===== src/rtl/dpram_arbiter_if.sv =====
// Requester-side bus of the dual-port RAM arbiter: one instance per requester.
// The requester holds req (with we/addr/wdata stable) until it sees the one-cycle ack pulse.
interface dpram_arbiter_if #(
  parameter int ADDR_WIDTH = 8,
  parameter int DATA_WIDTH = 8
);
  logic                  req;
  logic                  we;
  logic [ADDR_WIDTH-1:0] addr;
  logic [DATA_WIDTH-1:0] wdata;
  logic                  ack;
  logic                  rvalid;
  logic [DATA_WIDTH-1:0] rdata;

  modport master (
    output req, we, addr, wdata,
    input  ack, rvalid, rdata
  );

  modport slave (
    input  req, we, addr, wdata,
    output ack, rvalid, rdata
  );
endinterface


===== src/rtl/dpram_arbiter.sv =====
// Round-robin arbiter sharing RAM port A between two requesters; one registered
// command per cycle, read data returned with a one-cycle rvalid pulse three cycles after the request.
module dpram_arbiter #(
  parameter int ADDR_WIDTH = 8,
  parameter int DATA_WIDTH = 8
) (
  input  logic                  clock,
  input  logic                  reset_n,
  dpram_arbiter_if.slave        port0,
  dpram_arbiter_if.slave        port1,
  output logic [ADDR_WIDTH-1:0] ram_address,
  output logic [DATA_WIDTH-1:0] ram_data,
  output logic                  ram_enable,
  output logic                  ram_wren,
  input  logic [DATA_WIDTH-1:0] ram_q
);

  // Handshake: reqN is level-held with we/addr/wdata stable; ackN pulses for exactly
  // the cycle the command sits on the RAM port. rvalidN pulses when rdataN is fresh.
  logic last;
  logic tag1_valid, tag1_id;
  logic tag2_valid, tag2_id;

  logic eligible0, eligible1;
  logic grant0, grant1;

  // A requester whose ack is high is masked so a still-held req is not granted twice.
  always_comb begin
    eligible0 = port0.req & ~port0.ack;
    eligible1 = port1.req & ~port1.ack;
    grant0    = eligible0 & (~eligible1 | last);
    grant1    = eligible1 & (~eligible0 | ~last);
  end

  always_ff @(posedge clock or negedge reset_n) begin
    if (!reset_n) begin
      port0.ack    <= 1'b0;
      port1.ack    <= 1'b0;
      port0.rvalid <= 1'b0;
      port1.rvalid <= 1'b0;
      port0.rdata  <= '0;
      port1.rdata  <= '0;
      ram_address  <= '0;
      ram_data     <= '0;
      ram_enable   <= 1'b0;
      ram_wren     <= 1'b0;
      last         <= 1'b1;
      tag1_valid   <= 1'b0;
      tag1_id      <= 1'b0;
      tag2_valid   <= 1'b0;
      tag2_id      <= 1'b0;
    end else begin
      port0.ack  <= grant0;
      port1.ack  <= grant1;
      ram_enable <= grant0 | grant1;
      if (grant0) begin
        ram_address <= port0.addr;
        ram_data    <= port0.wdata;
        ram_wren    <= port0.we;
        last        <= 1'b0;
        tag1_valid  <= ~port0.we;
        tag1_id     <= 1'b0;
      end else if (grant1) begin
        ram_address <= port1.addr;
        ram_data    <= port1.wdata;
        ram_wren    <= port1.we;
        last        <= 1'b1;
        tag1_valid  <= ~port1.we;
        tag1_id     <= 1'b1;
      end else begin
        ram_wren   <= 1'b0;
        tag1_valid <= 1'b0;
        tag1_id    <= 1'b0;
      end

      // Stage 2 lines up with ram_q, which is valid the cycle after the command.
      tag2_valid   <= tag1_valid;
      tag2_id      <= tag1_id;
      port0.rvalid <= tag2_valid & ~tag2_id;
      port1.rvalid <= tag2_valid & tag2_id;
      if (tag2_valid && !tag2_id) port0.rdata <= ram_q;
      if (tag2_valid && tag2_id)  port1.rdata <= ram_q;
    end
  end

endmodule

===== src/flat_wrapper.sv =====
// flat-port wrapper written by rule: the top's interface ports become plain ports
module dpram_arbiter_flat 
#(
  parameter int ADDR_WIDTH = 8,
  parameter int DATA_WIDTH = 8
)
  (clock, reset_n, ram_address, ram_data, ram_enable, ram_wren, ram_q, port0_req, port0_we, port0_addr, port0_wdata, port0_ack, port0_rvalid, port0_rdata, port1_req, port1_we, port1_addr, port1_wdata, port1_ack, port1_rvalid, port1_rdata);
  dpram_arbiter_if #(.ADDR_WIDTH(ADDR_WIDTH), .DATA_WIDTH(DATA_WIDTH)) port0_i ();
  dpram_arbiter_if #(.ADDR_WIDTH(ADDR_WIDTH), .DATA_WIDTH(DATA_WIDTH)) port1_i ();
  input  logic clock;
  input  logic reset_n;
  output logic [ADDR_WIDTH-1:0] ram_address;
  output logic [DATA_WIDTH-1:0] ram_data;
  output logic ram_enable;
  output logic ram_wren;
  input  logic [DATA_WIDTH-1:0] ram_q;
  input wire logic [$bits(port0_i.req)-1:0] port0_req;
  input wire logic [$bits(port0_i.we)-1:0] port0_we;
  input wire logic [$bits(port0_i.addr)-1:0] port0_addr;
  input wire logic [$bits(port0_i.wdata)-1:0] port0_wdata;
  output wire logic [$bits(port0_i.ack)-1:0] port0_ack;
  output wire logic [$bits(port0_i.rvalid)-1:0] port0_rvalid;
  output wire logic [$bits(port0_i.rdata)-1:0] port0_rdata;
  input wire logic [$bits(port1_i.req)-1:0] port1_req;
  input wire logic [$bits(port1_i.we)-1:0] port1_we;
  input wire logic [$bits(port1_i.addr)-1:0] port1_addr;
  input wire logic [$bits(port1_i.wdata)-1:0] port1_wdata;
  output wire logic [$bits(port1_i.ack)-1:0] port1_ack;
  output wire logic [$bits(port1_i.rvalid)-1:0] port1_rvalid;
  output wire logic [$bits(port1_i.rdata)-1:0] port1_rdata;
  assign port0_i.req = port0_req;
  assign port0_i.we = port0_we;
  assign port0_i.addr = port0_addr;
  assign port0_i.wdata = port0_wdata;
  assign port0_ack = port0_i.ack;
  assign port0_rvalid = port0_i.rvalid;
  assign port0_rdata = port0_i.rdata;
  assign port1_i.req = port1_req;
  assign port1_i.we = port1_we;
  assign port1_i.addr = port1_addr;
  assign port1_i.wdata = port1_wdata;
  assign port1_ack = port1_i.ack;
  assign port1_rvalid = port1_i.rvalid;
  assign port1_rdata = port1_i.rdata;
  dpram_arbiter #(.ADDR_WIDTH(ADDR_WIDTH), .DATA_WIDTH(DATA_WIDTH)) u_core (.clock(clock), .reset_n(reset_n), .port0(port0_i), .port1(port1_i), .ram_address(ram_address), .ram_data(ram_data), .ram_enable(ram_enable), .ram_wren(ram_wren), .ram_q(ram_q));
endmodule

===== config.mk =====
export PLATFORM = sky130hd
export DESIGN_NAME = dpram_arbiter_flat
export DESIGN_NICKNAME = d
export VERILOG_FILES = /design/src/rtl/dpram_arbiter_if.sv /design/src/rtl/dpram_arbiter.sv /design/src/flat_wrapper.sv
export SDC_FILE = /design/constraint.sdc
export NUM_CORES = 1
export LEC_CHECK = 0
export ABC_AREA = 1
export BUFFER_PORTS_ARGS = -buffer_cell sky130_fd_sc_hd__buf_2
export CORE_MARGIN = 2
export CORE_UTILIZATION = 24
export CTS_BUF_LIST = sky130_fd_sc_hd__clkbuf_4 sky130_fd_sc_hd__clkbuf_8
export DETAILED_ROUTE_END_ITERATION = 8
export SYNTH_ARGS = -nofsm -noshare
export SYNTH_HDL_FRONTEND = slang
export SYNTH_SLANG_ARGS = --single-unit

===== constraint.sdc =====
create_clock -name clock -period 3.6 [get_ports clock]
set_input_delay 0.72 -clock clock [delete_from_list [all_inputs] [get_ports clock]]
set_output_delay 0.72 -clock clock [all_outputs]
set_load 0.02 [all_outputs]

Word-level counts from Yosys, hierarchy flattened
Cells that the tools add are included.
{ "word_totals": {"regBits": 43, "in_bits": 46, "output_inout_bits": 38, "word_cells": 48} }
{ "classes": {"n_mux": 12, "bitwise": 17, "reduce_logical": 4} }
{ "ops": {"columns": ["operator", "count"], "rows": [
  ["two-way mux 8 bit", 4],
  ["two-way mux 1 bit", 8],
  ["inverter 1 bit", 8],
  ["bitwise AND 1 bit", 6],
  ["bitwise OR 1 bit", 3],
  ["logical AND 1 bit", 2],
  ["nonzero test 2 bit", 1],
  ["zero test 1 bit", 1]
]} }

Depth between registers and ports, before layout
{ "logic_depth": {"ltp_word": 7, "depth_mapped": 8, "depth_no_buf": 7} }

Least setup slack after synthesis
No wires, ideal clock.
{ "synth_timing": {"path_type": "input port to flip-flop", "from": "input port0_req", "to": "register u_core.ram_address[5]", "setup_ps": 117, "arrival_ps": 1306, "required_ps": 3483, "setup_slack_ps": 2177, "stages": 6, "n_path_buf": 1, "path_cell_list": "inv_1 > nor2_4 > nand2_4 > clkbuf_8 > nand3_1 > nand2_1"} }
{ "synth_via": {"elab_chain_len": 5, "word_cells_on_any_way": 7, "cone_classes": "1 x mux; 5 x bitwise; 1 x reduce/logical"} }
{ "synth_lines": {"columns": ["element", "line", "source"], "rows": [
  ["start: declaration", "flat_wrapper.sv:17", "input wire logic [$bits(port0_i.req)-1:0] port0_req;"],
  ["bitwise AND 1 bit (*)", "dpram_arbiter.sv:29", "eligible0 = port0.req & ~port0.ack;"],
  ["inverter 1 bit", "dpram_arbiter.sv:32", "grant1 = eligible1 & (~eligible0 | ~last);"],
  ["bitwise OR 1 bit", "dpram_arbiter.sv:32", null],
  ["bitwise AND 1 bit", "dpram_arbiter.sv:32", null],
  ["nonzero test 2 bit (no source line)", null, null],
  ["end signal: assignment", "dpram_arbiter.sv:57", "ram_address <= port0.addr;"],
  ["end signal: assignment", "dpram_arbiter.sv:64", "ram_address <= port1.addr;"],
  ["end: declaration", "dpram_arbiter.sv:11", "output logic [ADDR_WIDTH-1:0] ram_address,"]
]} }
Mark *: on every way between the ends. The rest lies on a longest branch, timed or not.
A chain may end at the register's enable or synchronous reset.

Worst setup path in the final report
{ "layout_timing": {"from": "register u_core.port0.ack", "to": "output port0_ack"} }
{ "layout_rtl": {"columns": ["element", "line", "source"], "rows": [
  ["start: declaration", "dpram_arbiter_if.sv:22", "output ack, rvalid, rdata"],
  ["end: declaration", "flat_wrapper.sv:21", "output wire logic [$bits(port0_i.ack)-1:0] port0_ack;"]
]} }
No word-level cell between the ends.

==> impl_results.md <==
* Mapped Nets at 280
* Slew Limit Fails at 0
* Hold Crit Class: reg2reg
* Setup-failing EPs final at 0
* Core area at 7810 sq um
* Mapped Cells at 234
* CTS tree: yes
* Cell Count, Final, Fillers Out at 417
* Share of layout cells above drive strength 1 at 33.0%
* Final wirelength at 4410 um
* Die area at 8840 sq um
* R2r worst-path depth at 5
* Via density at 3.96
* HPWL after detailed placement at 3130 um
* Count leader, synth: nand2_1
* Reg2reg start: u_core.last
* Clk_lat worst skew at 290 ps
* Nets at 360
* CP Launch Type: flop
* Die H at 94.0 um
* Via count at 1652
* Post-synth cell types at 18
* R2R Path End: u_core.ram_address[4]
* Syn_area_per_cell at 8.31 sq um
* Most used DFF post-synth: dfrtp_1
* CP cell instances: buf_2
* TNS Setup at 0 ps
* Setup slack after placement at 1650 ps
* Top cell type's share of synthesized area at 54.1%
* Post-DRT Antenna Nets at 0
* Worst Path Class, Setup: reg2out
* # hold bufs at CTS at 0
* Worst-path clk slew at 80 ps
* Initial core utilization at 24.9%
* Netlist Area Pre-Place at 1940 sq um
* Final period util at 44.9%
* Max_cap viols at 0
* PostCTS Resize Cnt at 0
* Routed len/inst at 10.6 um
* Yosys top cell by area: dfrtp_1
* Relative slew slack at 36.4%
* WP buf/inv at 1
* #FFs+latches synth at 43
* Crit path DAT at 900 ps
* CP max stage delay at 410 ps
* Peak VDD IR at 255 uV
* Post-synth EDFFs at 0
* First-pass GRT wire length at 7040 um
* Largest net degree at the start of global routing at 44
* Final hold violation count at 0
* Worst setup path end: port0_ack
* Setup bufs post-CTS at 0
* RSZ-0062 raised after global routing: no
* Setup skew after layout at 5.45 ps
* Diode count at 0
* GP Congestion at 0.701
* Outcome: finished, final reports clean
* Port bufs at 83
* CP Data Required Time at 2880 ps
* H-tree levels at 2
* Final worst slack at 1980 ps
* P&R area growth vs syn at 30.4%
* Drt drc at 0
* Congestion Overflow GR at 0
* Fin crit period at 1620 ps
* Slowest stage cell, crit path: dfrtp_1
* Clk buf depth at 2
* Leading post-synthesis cells by cell area: dfrtp_1, nand2_1, inv_1, nand3_1, o21ai_2
* CP max FO at 3
* FF-to-FF setup slack at 2060 ps
* Gr usage total at 10.3%
* Placed insts at 409
* Slew @ Worst Pin at 955 ps
* Post-synth top cells: nand2_1, dfrtp_1, inv_1
* Ys async rst share at 100%
* Die X at 94.0 um
* Number of global-route vias before repair at 1452
* Initial antenna violation count at 0
* DRT iter0 DRCs at 82
* Rows at 32
* Endpoint class of the critical path: output port
* Worst path top cell family by delay: flip-flops
* IO Count at 84
* Static Leakage at 1.54 nW
* CTS buffer count at 5
* Sink Count at 43
* Post-synthesis sequential area ratio at 55.4%
* CTS root buf: clkbuf_8
* Pwr dens at 839 nW/um^2
* Synth warn at 0
* Drt pass-1 iters at 4
* CP Depth at 1
* Critical path startpoint: u_core.port0.ack
* Fmax at 0.619 GHz
per-layer routing:
metal | GRT usage [%] | wire [um]
met2 | 15.8 | 1930
met5 | 0 | 0
met3 | 2.97 | 290
met4 | 2.54 | 44
met1 | 14.1 | 2140
logic make-up (layout without fill, tap and decap cells):
family / after synthesis / in the layout / share of synthesized area, %
and+or+nand+nor: 127 / 127 / 27.0
buffers and inverters: 46 / 127 / 11.5
DFF: 43 / 43 / 55.4
AOI/OAI and AO/OA: 18 / 18 / 6.18
cell usage in the layout (no fill, tap or decap), types with 2 or more instances in the layout:
master / instances
clkbuf_8: 5
nand2_1: 105
inv_1: 36
nand3_1: 17
bufinv_16: 2
o21ai_0: 9
buf_2: 83
o21ai_2: 8
dfrtp_1: 42
flip-flops by register name (all words and copies together) (netlist names):
| register | count |
|---|---|
| u_core.port1.rvalid | 1 |
| u_core.port1.ack | 1 |
| u_core.port0.rvalid | 1 |
| u_core.ram_address | 8 |
| u_core.ram_data | 8 |
| u_core.tag2_valid | 1 |
| u_core.port1.rdata | 8 |
| u_core.tag1_valid | 1 |
| u_core.port0.ack | 1 |
| u_core.last | 1 |
| u_core.tag1_id | 1 |
| u_core.ram_enable | 1 |
| u_core.ram_wren | 1 |
| u_core.port0.rdata | 8 |
| u_core.tag2_id | 1 |
area by class of cell:
type,instances,area [sq um]
inverters,36,135
multi-input cells,145,644
fillers,850,5270
flip-flops and latches,43,1080
clock buffers,6,76.3
clock inverters,2,60.1
repair buffers,83,415
well taps,102,128
stage by stage:
| step | hold slack (ps) | util (%) | cell area [sq um] | total power, W |
|---|---|---|---|---|
| floorplan | 331 | - | 1940 | 0.00142 |
| global route | 361 | 32.5 | 2540 | 0.00228 |
| detailed placement | 335 | 30.7 | 2400 | 0.00170 |
| CTS | 352 | 32.5 | 2540 | 0.00216 |
| global placement | 332 | 30.7 | 2400 | 0.00168 |
| finish | 356 | 32.5 | 2540 | 0.00213 |
worst min path at each step:
stage,start,end,cells past startpoint
after floorplan,u_core.tag1_id,u_core.tag2_id,0
after global placement,u_core.tag1_id,u_core.tag2_id,0
after detailed placement,u_core.tag1_valid,u_core.tag2_valid,0
after CTS,u_core.tag1_valid,u_core.tag2_valid,0
after global routing,u_core.tag1_id,u_core.tag2_id,0
final,u_core.tag1_id,u_core.tag2_id,0
power by group:
part / internal [W] / switching, W / leakage [nW]
sequential: 0.000696 / 0.000111 / 0.527
clock: 0.000285 / 0.000166 / 0.0688
combinational: 0.000287 / 0.000583 / 0.948
total: 0.00127 / 0.000860 / 1.54
No activity file was read; power rests on OpenSTA's default activity.
